**src/rtl/lenet_pkg.sv**
```systemverilog
// Shared LeNet-5 definitions for the C3 convolution sequencer:
// layer geometry, controller state encoding and the result coordinate tag.
package lenet_pkg;

    localparam int K        = 5;
    localparam int IN_DIM   = 14;
    localparam int OUT_DIM  = IN_DIM - K + 1;
    localparam int NUM_FILT = 16;
    localparam int FW       = 4;
    localparam int CW       = 4;

    typedef enum logic [1:0] {
        IDLE   = 2'd0,
        LOAD   = 2'd1,
        STREAM = 2'd2,
        FINISH = 2'd3
    } conv_ctrl_state_t;

    typedef struct packed {
        logic [FW-1:0] filt;
        logic [CW-1:0] row;
        logic [CW-1:0] col;
    } conv_tag_t;

    // Output column produced when input column `col` completes a window.
    function automatic logic [CW-1:0] out_col_of(input logic [CW-1:0] col);
        return col - CW'(K - 1);
    endfunction

endpackage

```
**src/rtl/conv554_ctrl_if.sv**
```systemverilog
// Control/handshake bundle between conv554_ctrl and the window buffer,
// weight ROM, conv554 datapath and the S4 write-back stage.
interface conv554_ctrl_if #(
    parameter int FW = lenet_pkg::FW,
    parameter int CW = lenet_pkg::CW
) ();

    logic          start;
    logic          busy;
    logic          done;
    logic [FW-1:0] filt_sel;
    logic          filt_load;
    logic [CW-1:0] rd_row;
    logic [CW-1:0] rd_col;
    logic          conv_en;
    logic          out_valid;
    logic          out_ready;
    logic [FW-1:0] out_filt;
    logic [CW-1:0] out_row;
    logic [CW-1:0] out_col;

    modport master (
        input  start, out_ready,
        output busy, done, filt_sel, filt_load, rd_row, rd_col, conv_en,
               out_valid, out_filt, out_row, out_col
    );

    modport slave (
        output start, out_ready,
        input  busy, done, filt_sel, filt_load, rd_row, rd_col, conv_en,
               out_valid, out_filt, out_row, out_col
    );

endinterface

```
**src/rtl/conv_addr_gen.sv**
```systemverilog
// Nested column/row/filter counter for the C3 sweep; advances one input
// column per step and reports end-of-filter, end-of-layer and result tags.
module conv_addr_gen #(
    parameter int IN_DIM   = 14,
    parameter int K        = 5,
    parameter int NUM_FILT = 16,
    parameter int FW       = 4,
    parameter int CW       = 4
) (
    input  logic                 clk,
    input  logic                 rst,
    input  logic                 clear,
    input  logic                 step,
    output logic [FW-1:0]        filt_r,
    output logic [CW-1:0]        row_r,
    output logic [CW-1:0]        col_r,
    output logic                 filt_end_s,
    output logic                 last_s,
    output logic                 issue_valid_s,
    output lenet_pkg::conv_tag_t tag_s
);
    import lenet_pkg::*;

    localparam int OUT_DIM = IN_DIM - K + 1;

    logic row_wrap_s;

    assign row_wrap_s    = (col_r == CW'(IN_DIM - 1));
    assign filt_end_s    = row_wrap_s && (row_r == CW'(OUT_DIM - 1));
    assign last_s        = filt_end_s && (filt_r == FW'(NUM_FILT - 1));
    // Columns before K-1 only fill the window and complete no result.
    assign issue_valid_s = (col_r >= CW'(K - 1));
    assign tag_s         = '{filt: filt_r, row: row_r, col: out_col_of(col_r)};

    // Column counter carries into row, row carries into filter.
    always_ff @(posedge clk or negedge rst) begin
        if (!rst) begin
            filt_r <= {FW{1'b0}};
            row_r  <= {CW{1'b0}};
            col_r  <= {CW{1'b0}};
        end else if (clear) begin
            filt_r <= {FW{1'b0}};
            row_r  <= {CW{1'b0}};
            col_r  <= {CW{1'b0}};
        end else if (step) begin
            if (row_wrap_s) begin
                col_r <= {CW{1'b0}};
                if (filt_end_s) begin
                    row_r <= {CW{1'b0}};
                    if (!last_s) begin
                        filt_r <= filt_r + FW'(1);
                    end
                end else begin
                    row_r <= row_r + CW'(1);
                end
            end else begin
                col_r <= col_r + CW'(1);
            end
        end
    end

endmodule

```
**src/rtl/conv554_ctrl.sv**
```systemverilog
// Sequencer for the 4-channel 5x5 conv554 datapath of LeNet-5 C3: walks
// filters/rows/columns, tags each result and honours S4 backpressure.
module conv554_ctrl #(
    parameter int IN_DIM   = 14,
    parameter int K        = 5,
    parameter int NUM_FILT = 16,
    parameter int FW       = 4,
    parameter int CW       = 4
) (
    input  logic           clk,
    input  logic           rst,
    conv554_ctrl_if.master bus
);
    import lenet_pkg::*;

    conv_ctrl_state_t state_r;
    logic             busy_r;
    logic             done_r;
    logic             filt_load_r;
    logic             out_valid_r;
    conv_tag_t        out_tag_r;

    logic [FW-1:0]    filt_r;
    logic [CW-1:0]    row_r;
    logic [CW-1:0]    col_r;
    logic             filt_end_s;
    logic             last_s;
    logic             issue_valid_s;
    conv_tag_t        tag_s;
    logic             clear_s;
    logic             conv_en_s;

    assign clear_s   = (state_r == IDLE);
    // A refused result freezes the datapath so convValue and the tag hold.
    assign conv_en_s = (state_r == STREAM) && !(out_valid_r && !bus.out_ready);

    conv_addr_gen #(
        .IN_DIM   (IN_DIM),
        .K        (K),
        .NUM_FILT (NUM_FILT),
        .FW       (FW),
        .CW       (CW)
    ) u_addr_gen (
        .clk           (clk),
        .rst           (rst),
        .clear         (clear_s),
        .step          (conv_en_s),
        .filt_r        (filt_r),
        .row_r         (row_r),
        .col_r         (col_r),
        .filt_end_s    (filt_end_s),
        .last_s        (last_s),
        .issue_valid_s (issue_valid_s),
        .tag_s         (tag_s)
    );

    // Layer sequencing FSM; FINISH raises done once the last result retires.
    always_ff @(posedge clk or negedge rst) begin
        if (!rst) begin
            state_r     <= IDLE;
            busy_r      <= 1'b0;
            done_r      <= 1'b0;
            filt_load_r <= 1'b0;
        end else begin
            case (state_r)
                IDLE: begin
                    done_r <= 1'b0;
                    if (bus.start) begin
                        state_r     <= LOAD;
                        busy_r      <= 1'b1;
                        filt_load_r <= 1'b1;
                    end else begin
                        busy_r <= 1'b0;
                    end
                end
                LOAD: begin
                    filt_load_r <= 1'b0;
                    state_r     <= STREAM;
                end
                STREAM: begin
                    if (conv_en_s && filt_end_s) begin
                        if (last_s) begin
                            state_r <= FINISH;
                        end else begin
                            state_r     <= LOAD;
                            filt_load_r <= 1'b1;
                        end
                    end
                end
                FINISH: begin
                    if (done_r) begin
                        done_r  <= 1'b0;
                        busy_r  <= 1'b0;
                        state_r <= IDLE;
                    end else if (!out_valid_r) begin
                        done_r <= 1'b1;
                    end
                end
                default: begin
                    state_r     <= IDLE;
                    busy_r      <= 1'b0;
                    done_r      <= 1'b0;
                    filt_load_r <= 1'b0;
                end
            endcase
        end
    end

    // Result slot: a new issue overwrites (even on accept), acceptance retires.
    always_ff @(posedge clk or negedge rst) begin
        if (!rst) begin
            out_valid_r <= 1'b0;
            out_tag_r   <= '{filt: {FW{1'b0}}, row: {CW{1'b0}}, col: {CW{1'b0}}};
        end else if (clear_s) begin
            out_valid_r <= 1'b0;
        end else if (conv_en_s && issue_valid_s) begin
            out_valid_r <= 1'b1;
            out_tag_r   <= tag_s;
        end else if (out_valid_r && bus.out_ready) begin
            out_valid_r <= 1'b0;
        end
    end

    assign bus.busy      = busy_r;
    assign bus.done      = done_r;
    assign bus.filt_sel  = filt_r;
    assign bus.filt_load = filt_load_r;
    assign bus.rd_row    = row_r;
    assign bus.rd_col    = col_r;
    assign bus.conv_en   = conv_en_s;
    assign bus.out_valid = out_valid_r;
    assign bus.out_filt  = out_tag_r.filt;
    assign bus.out_row   = out_tag_r.row;
    assign bus.out_col   = out_tag_r.col;

endmodule

```
**src/flat_wrapper.sv**
```systemverilog
// flat-port wrapper written by rule: the top's interface ports become plain ports
module conv554_ctrl_flat import lenet_pkg::*;
#(
    parameter int IN_DIM   = 14,
    parameter int K        = 5,
    parameter int NUM_FILT = 16,
    parameter int FW       = 4,
    parameter int CW       = 4
)
  (clk, rst, bus_start, bus_out_ready, bus_busy, bus_done, bus_filt_sel, bus_filt_load, bus_rd_row, bus_rd_col, bus_conv_en, bus_out_valid, bus_out_filt, bus_out_row, bus_out_col);
  conv554_ctrl_if #(.FW(FW), .CW(CW)) bus_i ();
  input  logic clk;
  input  logic rst;
  input wire logic [$bits(bus_i.start)-1:0] bus_start;
  input wire logic [$bits(bus_i.out_ready)-1:0] bus_out_ready;
  output wire logic [$bits(bus_i.busy)-1:0] bus_busy;
  output wire logic [$bits(bus_i.done)-1:0] bus_done;
  output wire logic [$bits(bus_i.filt_sel)-1:0] bus_filt_sel;
  output wire logic [$bits(bus_i.filt_load)-1:0] bus_filt_load;
  output wire logic [$bits(bus_i.rd_row)-1:0] bus_rd_row;
  output wire logic [$bits(bus_i.rd_col)-1:0] bus_rd_col;
  output wire logic [$bits(bus_i.conv_en)-1:0] bus_conv_en;
  output wire logic [$bits(bus_i.out_valid)-1:0] bus_out_valid;
  output wire logic [$bits(bus_i.out_filt)-1:0] bus_out_filt;
  output wire logic [$bits(bus_i.out_row)-1:0] bus_out_row;
  output wire logic [$bits(bus_i.out_col)-1:0] bus_out_col;
  assign bus_i.start = bus_start;
  assign bus_i.out_ready = bus_out_ready;
  assign bus_busy = bus_i.busy;
  assign bus_done = bus_i.done;
  assign bus_filt_sel = bus_i.filt_sel;
  assign bus_filt_load = bus_i.filt_load;
  assign bus_rd_row = bus_i.rd_row;
  assign bus_rd_col = bus_i.rd_col;
  assign bus_conv_en = bus_i.conv_en;
  assign bus_out_valid = bus_i.out_valid;
  assign bus_out_filt = bus_i.out_filt;
  assign bus_out_row = bus_i.out_row;
  assign bus_out_col = bus_i.out_col;
  conv554_ctrl #(.IN_DIM(IN_DIM), .K(K), .NUM_FILT(NUM_FILT), .FW(FW), .CW(CW)) u_core (.clk(clk), .rst(rst), .bus(bus_i));
endmodule
```
**config.mk**
```make
export PLATFORM = sky130hd
export DESIGN_NAME = conv554_ctrl_flat
export DESIGN_NICKNAME = d
export VERILOG_FILES = /design/src/rtl/lenet_pkg.sv /design/src/rtl/conv554_ctrl_if.sv /design/src/rtl/conv_addr_gen.sv /design/src/rtl/conv554_ctrl.sv /design/src/flat_wrapper.sv
export SDC_FILE = /design/constraint.sdc
export NUM_CORES = 1
export LEC_CHECK = 0
export ABC_AREA = 1
export ABC_CLOCK_PERIOD_IN_PS = 4000
export CORE_MARGIN = 4
export CORE_UTILIZATION = 40
export CTS_CLUSTER_SIZE = 8
export DETAILED_ROUTE_END_ITERATION = 12
export GPL_TIMING_DRIVEN = 0
export SKIP_CTS_REPAIR_TIMING = 1
export SYNTH_ARGS = -nofsm -noshare
export SYNTH_HDL_FRONTEND = slang
export SYNTH_HIERARCHICAL = 1
export SYNTH_SLANG_ARGS = --single-unit
```
**constraint.sdc**
```tcl
create_clock -name clk -period 4 [get_ports clk]
set_input_delay 0.8 -clock clk [delete_from_list [all_inputs] [get_ports clk]]
set_output_delay 0.8 -clock clk [all_outputs]
set_load 0.01 [all_outputs]
```
; ---- Word level (Yosys, flattened, before mapping)
; Index checks and enable logic that the tools add are counted.
[totals]
register_bits = 30
input_bits = 4
out_inout_bits = 29
elab_cells = 80
[classes]
add_sub_neg = 4
order_cmp = 1
n_eq_ne = 11
muxes = 30
bitwise = 1
n_reduce_logical = 22
[ops]
columns = operator, n
row1 = 4-bit 2-to-1 mux, 12
row2 = "4-bit by 1-bit adder with 4-bit output, second input constant", 3
row3 = "4-bit equality test, second input constant", 3
row4 = 1-bit 2-to-1 mux, 10
row5 = 2-bit 2-to-1 mux, 4
row6 = "2-bit != test, second input constant", 4
row7 = 2-bit case mux with 4 select lines, 1
row8 = 4-bit AND reduction, 2
row9 = 2-bit nonzero test, 4
row10 = 1-bit logical AND, 7
row11 = 2-bit AND reduction, 3
row12 = 3-bit nonzero test, 2
row13 = "2-bit equality test, second input constant", 2
row14 = "4-bit by 3-bit greater-or-equal comparator with 1-bit output, second input constant", 1
row15 = 1-bit case mux with 2 select lines, 2
row16 = "4-bit by 3-bit subtractor with 4-bit output, second input constant", 1
row17 = 1-bit case mux with 3 select lines, 1
row18 = 3-bit AND reduction, 1
row19 = "2-bit by 1-bit equality test with 1-bit output, second input constant", 1
row20 = 1-bit logical NOT, 2
row21 = 2-bit logical NOT, 1
row22 = "2-bit by 1-bit != test with 1-bit output, second input constant", 1
row23 = 1-bit NOT, 1

; ---- Longest topological paths before layout
[logic_depth]
ltp_word = 8
depth_mapped = 10

; ---- Cells and area by module
; The synthesis kept the hierarchy.
[modules_own_cells]
columns = mod, n_inst, cells_each, area_per_inst_um2, seq_area_each_um2
row1 = conv554_ctrl, 1, 99, 940.9, 450.4
row2 = conv_addr_gen, 1, 101, 802.0, 300.3

; ---- Worst setup path after synthesis
; Ideal clock, no wire load.
[synth_timing]
path_type = reg-to-output
start = register u_core.state_r[0]
end = output port bus_conv_en
t_arrival_ns = 1.373
required_time_ns = 3.200
setup_slack_ns = 1.827
stages_incl_launch_ff = 4
n_path_buf = 0
path_cell_list = dfrtp_1 -> inv_1 -> ha_1 -> a21boi_0
[synth_via]
elab_chain_cells = 2
[synth_lines]
columns = item, line
row1 = "start, declared", conv554_ctrl.sv:16  ; conv_ctrl_state_t state_r;
row2 = "start signal, assigned", conv554_ctrl.sv:60  ; state_r <= IDLE;
row3 = "start signal, assigned", conv554_ctrl.sv:69  ; state_r <= LOAD;
row4 = "start signal, assigned", conv554_ctrl.sv:78  ; state_r <= STREAM;
row5 = 2-bit equality test, conv554_ctrl.sv:35  ; assign conv_en_s = (state_r == STREAM) && !(out_valid_r && !bus.out_ready);
row6 = 1-bit logical AND, conv554_ctrl.sv:35
row7 = "end, declared", flat_wrapper.sv:22  ; output wire logic [$bits(bus_i.conv_en)-1:0] bus_conv_en;
; Every way passes these cells.

; ---- Worst setup path in the final report
[layout_timing]
start = input port bus_out_ready
end = output port bus_conv_en
[layout_via]
elab_chain_cells = 4
[layout_lines]
columns = item, line
row1 = "start, declared", flat_wrapper.sv:15  ; input wire logic [$bits(bus_i.out_ready)-1:0] bus_out_ready;
row2 = 1-bit logical NOT, conv554_ctrl.sv:35
row3 = 1-bit logical AND, conv554_ctrl.sv:35
row4 = 1-bit logical NOT, conv554_ctrl.sv:35
row5 = 1-bit logical AND, conv554_ctrl.sv:35
; Every way passes these cells.

==> flow_summary.ini <==
[cts]
clock_sinks = 30
htreeDepth = 2
clockBufferDepth = 2
cts_tree = done
clk_pin_slew_ns = 0.07
cts-root-buf = clkbuf_8
numCtsBuffers = 5
clock_latency_ns = 0.28

[global_routing]
grt_pass1_vias = 1236
grt_max_degree = 31
antenna_found_initial = 0
grt_pass1_wl_um = 6090
top_usage_layer = met1
grt_use_total_pct = 14.7
met3_usage_pct = 2.57
met1_usage_pct = 21.3
grt.met2_usage_pct = 21.0
overflow = 0

[setup_path]
crit_slowest_cell = clkdlybuf4s50_1
critPathMostFrequentCell = clkdlybuf4s50_1
crit_path_max_fanout = 5
worstPathCellList = clkdlybuf4s50_1 -> inv_1 -> a21boi_0 -> clkdlybuf4s50_1
cp.required_ns = 3.20
end_kind = output port
worstSetupPathType = input pin to output port
worstPathArrival_ns = 2.63
cp-start-kind = input pin
rr_worst_depth = 8
max_stage_delay_ns = 0.68

[sta]
setup_viol = 0
fmax_mhz = 292
drv_slew = 0
post-route-period-util_pct = 85.8
rsz0062_at_grt = no
min_period_ns = 3.43
hold_violations = 0
slew_headroom_pct = 44.9
setup_ws_ns = 0.570
finalHoldWorstSlack_ns = 0.480
fin_skew_ns = 0.00897
worst_slew_pin_slew_ns = 0.820
setup_tns_ns = 0

[die]
start_util_pct = 42.4
num_rows = 23
die_area_um2 = 5480
die_height_um = 74.0
die_w_um = 74.0
core_area_um2 = 4120
pin_count = 33

[power_and_ir_drop]
ir_worst_vdd_uv = 226
netSwitchingFraction_pct = 38.6
power_frac_seq_pct = 35.7
p_clk_share_pct = 21.2
power_density_nw_per_um2 = 540
p_leak_nw = 1.05
internal_power_uw = 733
switchingPower_uw = 461
p_comb_share_pct = 43.2
total_power_mw = 1.19

[drt]
via_count = 1365
ant_nets = 0
drt-initial-drc-count = 56
firstDrtPassIters = 5
drt_wl_total_um = 3640
routed_via_density = 4.71
wl_per_cell_um = 12.6
remaining_drc_errors = 0

[placement]
pre_cts_slack_ns = 0.563
gp_congestion = 0.744
io_buffers = 32
hpwl_um = 2660

[synthesis]
yosys_register_bits = 30
synth_sequential_area_ratio_pct = 43.1
synthesis.area_um2 = 1740
yosysUniqueCellTypes = 28
synthCells = 200
syn_nets = 215
yosys.area.top_type = dfrtp_1
post_synth_main_area_contributors = dfrtp_1 (43%), nand2_1 (9.7%), ha_1 (7.9%), o21ai_2 (6.5%), inv_1 (6.2%)
yosysTopAreaCellShare_pct = 43.1
ys_warn_count = 6
syn_avg_cell_area_um2 = 8.71

[final_layout]
num-nets-final = 254
drive_gt1_share_pct = 17.9
area_delta_synth_final_pct = 26.9
antennaDiodeCount = 0
final_core_util_pct = 53.8

[min_path]
min_path_type = flip-flop to flip-flop
holdPathStages = 2

[job]
maxCapViolations = 0

[status]
status = finished, final reports clean
[layout make-up]
class / count / area [um2]
Sequential cell: 30 / 751
Inverter: 31 / 116
Clock inverter: 1 / 5.00
Clock buffer: 7 / 86.3
Multi-Input combinational cell: 125 / 756
Buffer: 14 / 120
Tap cell: 50 / 62.6
Timing Repair Buffer: 32 / 315
Fill cell: 398 / 1900
[synthesized netlist by cell type]
cell       n
nand4_1    6
inv_1     29
o22ai_1    1
xnor2_1    1
nand2_1   45
nor3_1     3
o21ai_0    2
a21boi_0   1
mux2i_1    1
o21ai_2   13
nand3_1   12
ha_1      11
nor2_1    11
buf_4     10
o31ai_1    2
buf_6      4
dfrtp_1   30
inv_2      2
nand4_4    1
nor2_2     1
o21ai_1    1
nand3_2    2
xor2_1     2
nor3b_1    1
a21oi_1    5
or2_0      1
or2_2      1
a21oi_2    1
[state kept, by name (all words and copies together) (netlist names)]
| signal | cells |
|---|---|
| u_core/u_addr_gen/filt_r | 4 |
| u_core/state_r | 2 |
| u_core/bus.out_col | 4 |
| u_core/bus.out_valid | 1 |
| u_core/bus.busy | 1 |
| u_core/bus.filt_load | 1 |
| u_core/bus.done | 1 |
| u_core/u_addr_gen/row_r | 4 |
| u_core/bus.out_filt | 4 |
| u_core/u_addr_gen/col_r | 4 |
| u_core/bus.out_row | 4 |
[cell usage in the layout, fill, tap and decap left out, types with 10 or more instances in the layout]
cell type        count
ha_1                11
dfrtp_1             30
o21ai_2             13
nand2_1             45
nand3_1             12
nor2_1              11
clkdlybuf4s50_1     31
inv_1               29
buf_4               10
[through the flow]
step	cells	cell area [um2]
floorplan	200	1740
global placement	282	2130
detailed placement	282	2120
CTS	290	2210
global route	290	2210
finish	290	2210
[power by group through the flow]
stage	registers, mW	clock network (mW)	logic, mW
4_1_cts	0.427	0.260	0.523
3_5_place_dp	0.432	0	0.519
5_1_grt	0.435	0.274	0.581
2_1_floorplan	0.439	0	0.323
6_report	0.426	0.253	0.515
3_3_place_gp	0.430	0	0.518
[cells by family after synthesis]
family	count (synthesis)	synth area share (%)
muxes	1	0.574
xor gates and xnor gates	3	1.51
adders and majority gates	11	7.90
DFF	30	43.1
buffers and inverters	45	13.6
and+or+nand+nor	84	22.4
AOI/OAI and AO/OA	26	11.0
[critical path: cells and delay by family]
family | cells | cell delay [ns]
buffers and inverters | 3 | 1.19
AO/OA/AOI/OAI | 1 | 0.64
[final timing paths]
path	start	endpoint	slack, ns
worst max register to register	u_core/state_r[0]	u_core/u_addr_gen/filt_r[3]	1.51
min in group asynchronous	rst	u_core/u_addr_gen/row_r[1]	0.56
worst max-delay path	bus_out_ready	bus_conv_en	0.57
worst min register to register	u_core/bus.out_filt[1]	u_core/bus.out_filt[1]	0.48
worst min-delay path	u_core/bus.out_filt[1]	u_core/bus.out_filt[1]	0.48
max in group asynchronous	rst	u_core/u_addr_gen/filt_r[3]	3.00
[layer usage]
| metal | share of wire (%) | wire length [um] |
|---|---|---|
| met1 | 49 | 1800 |
| met2 | 45 | 1640 |
| met3 | 3.6 | 131 |
| met4 | 2.0 | 73 |
| met5 | 0 | 0 |
(Power assumes the default switching activity.)
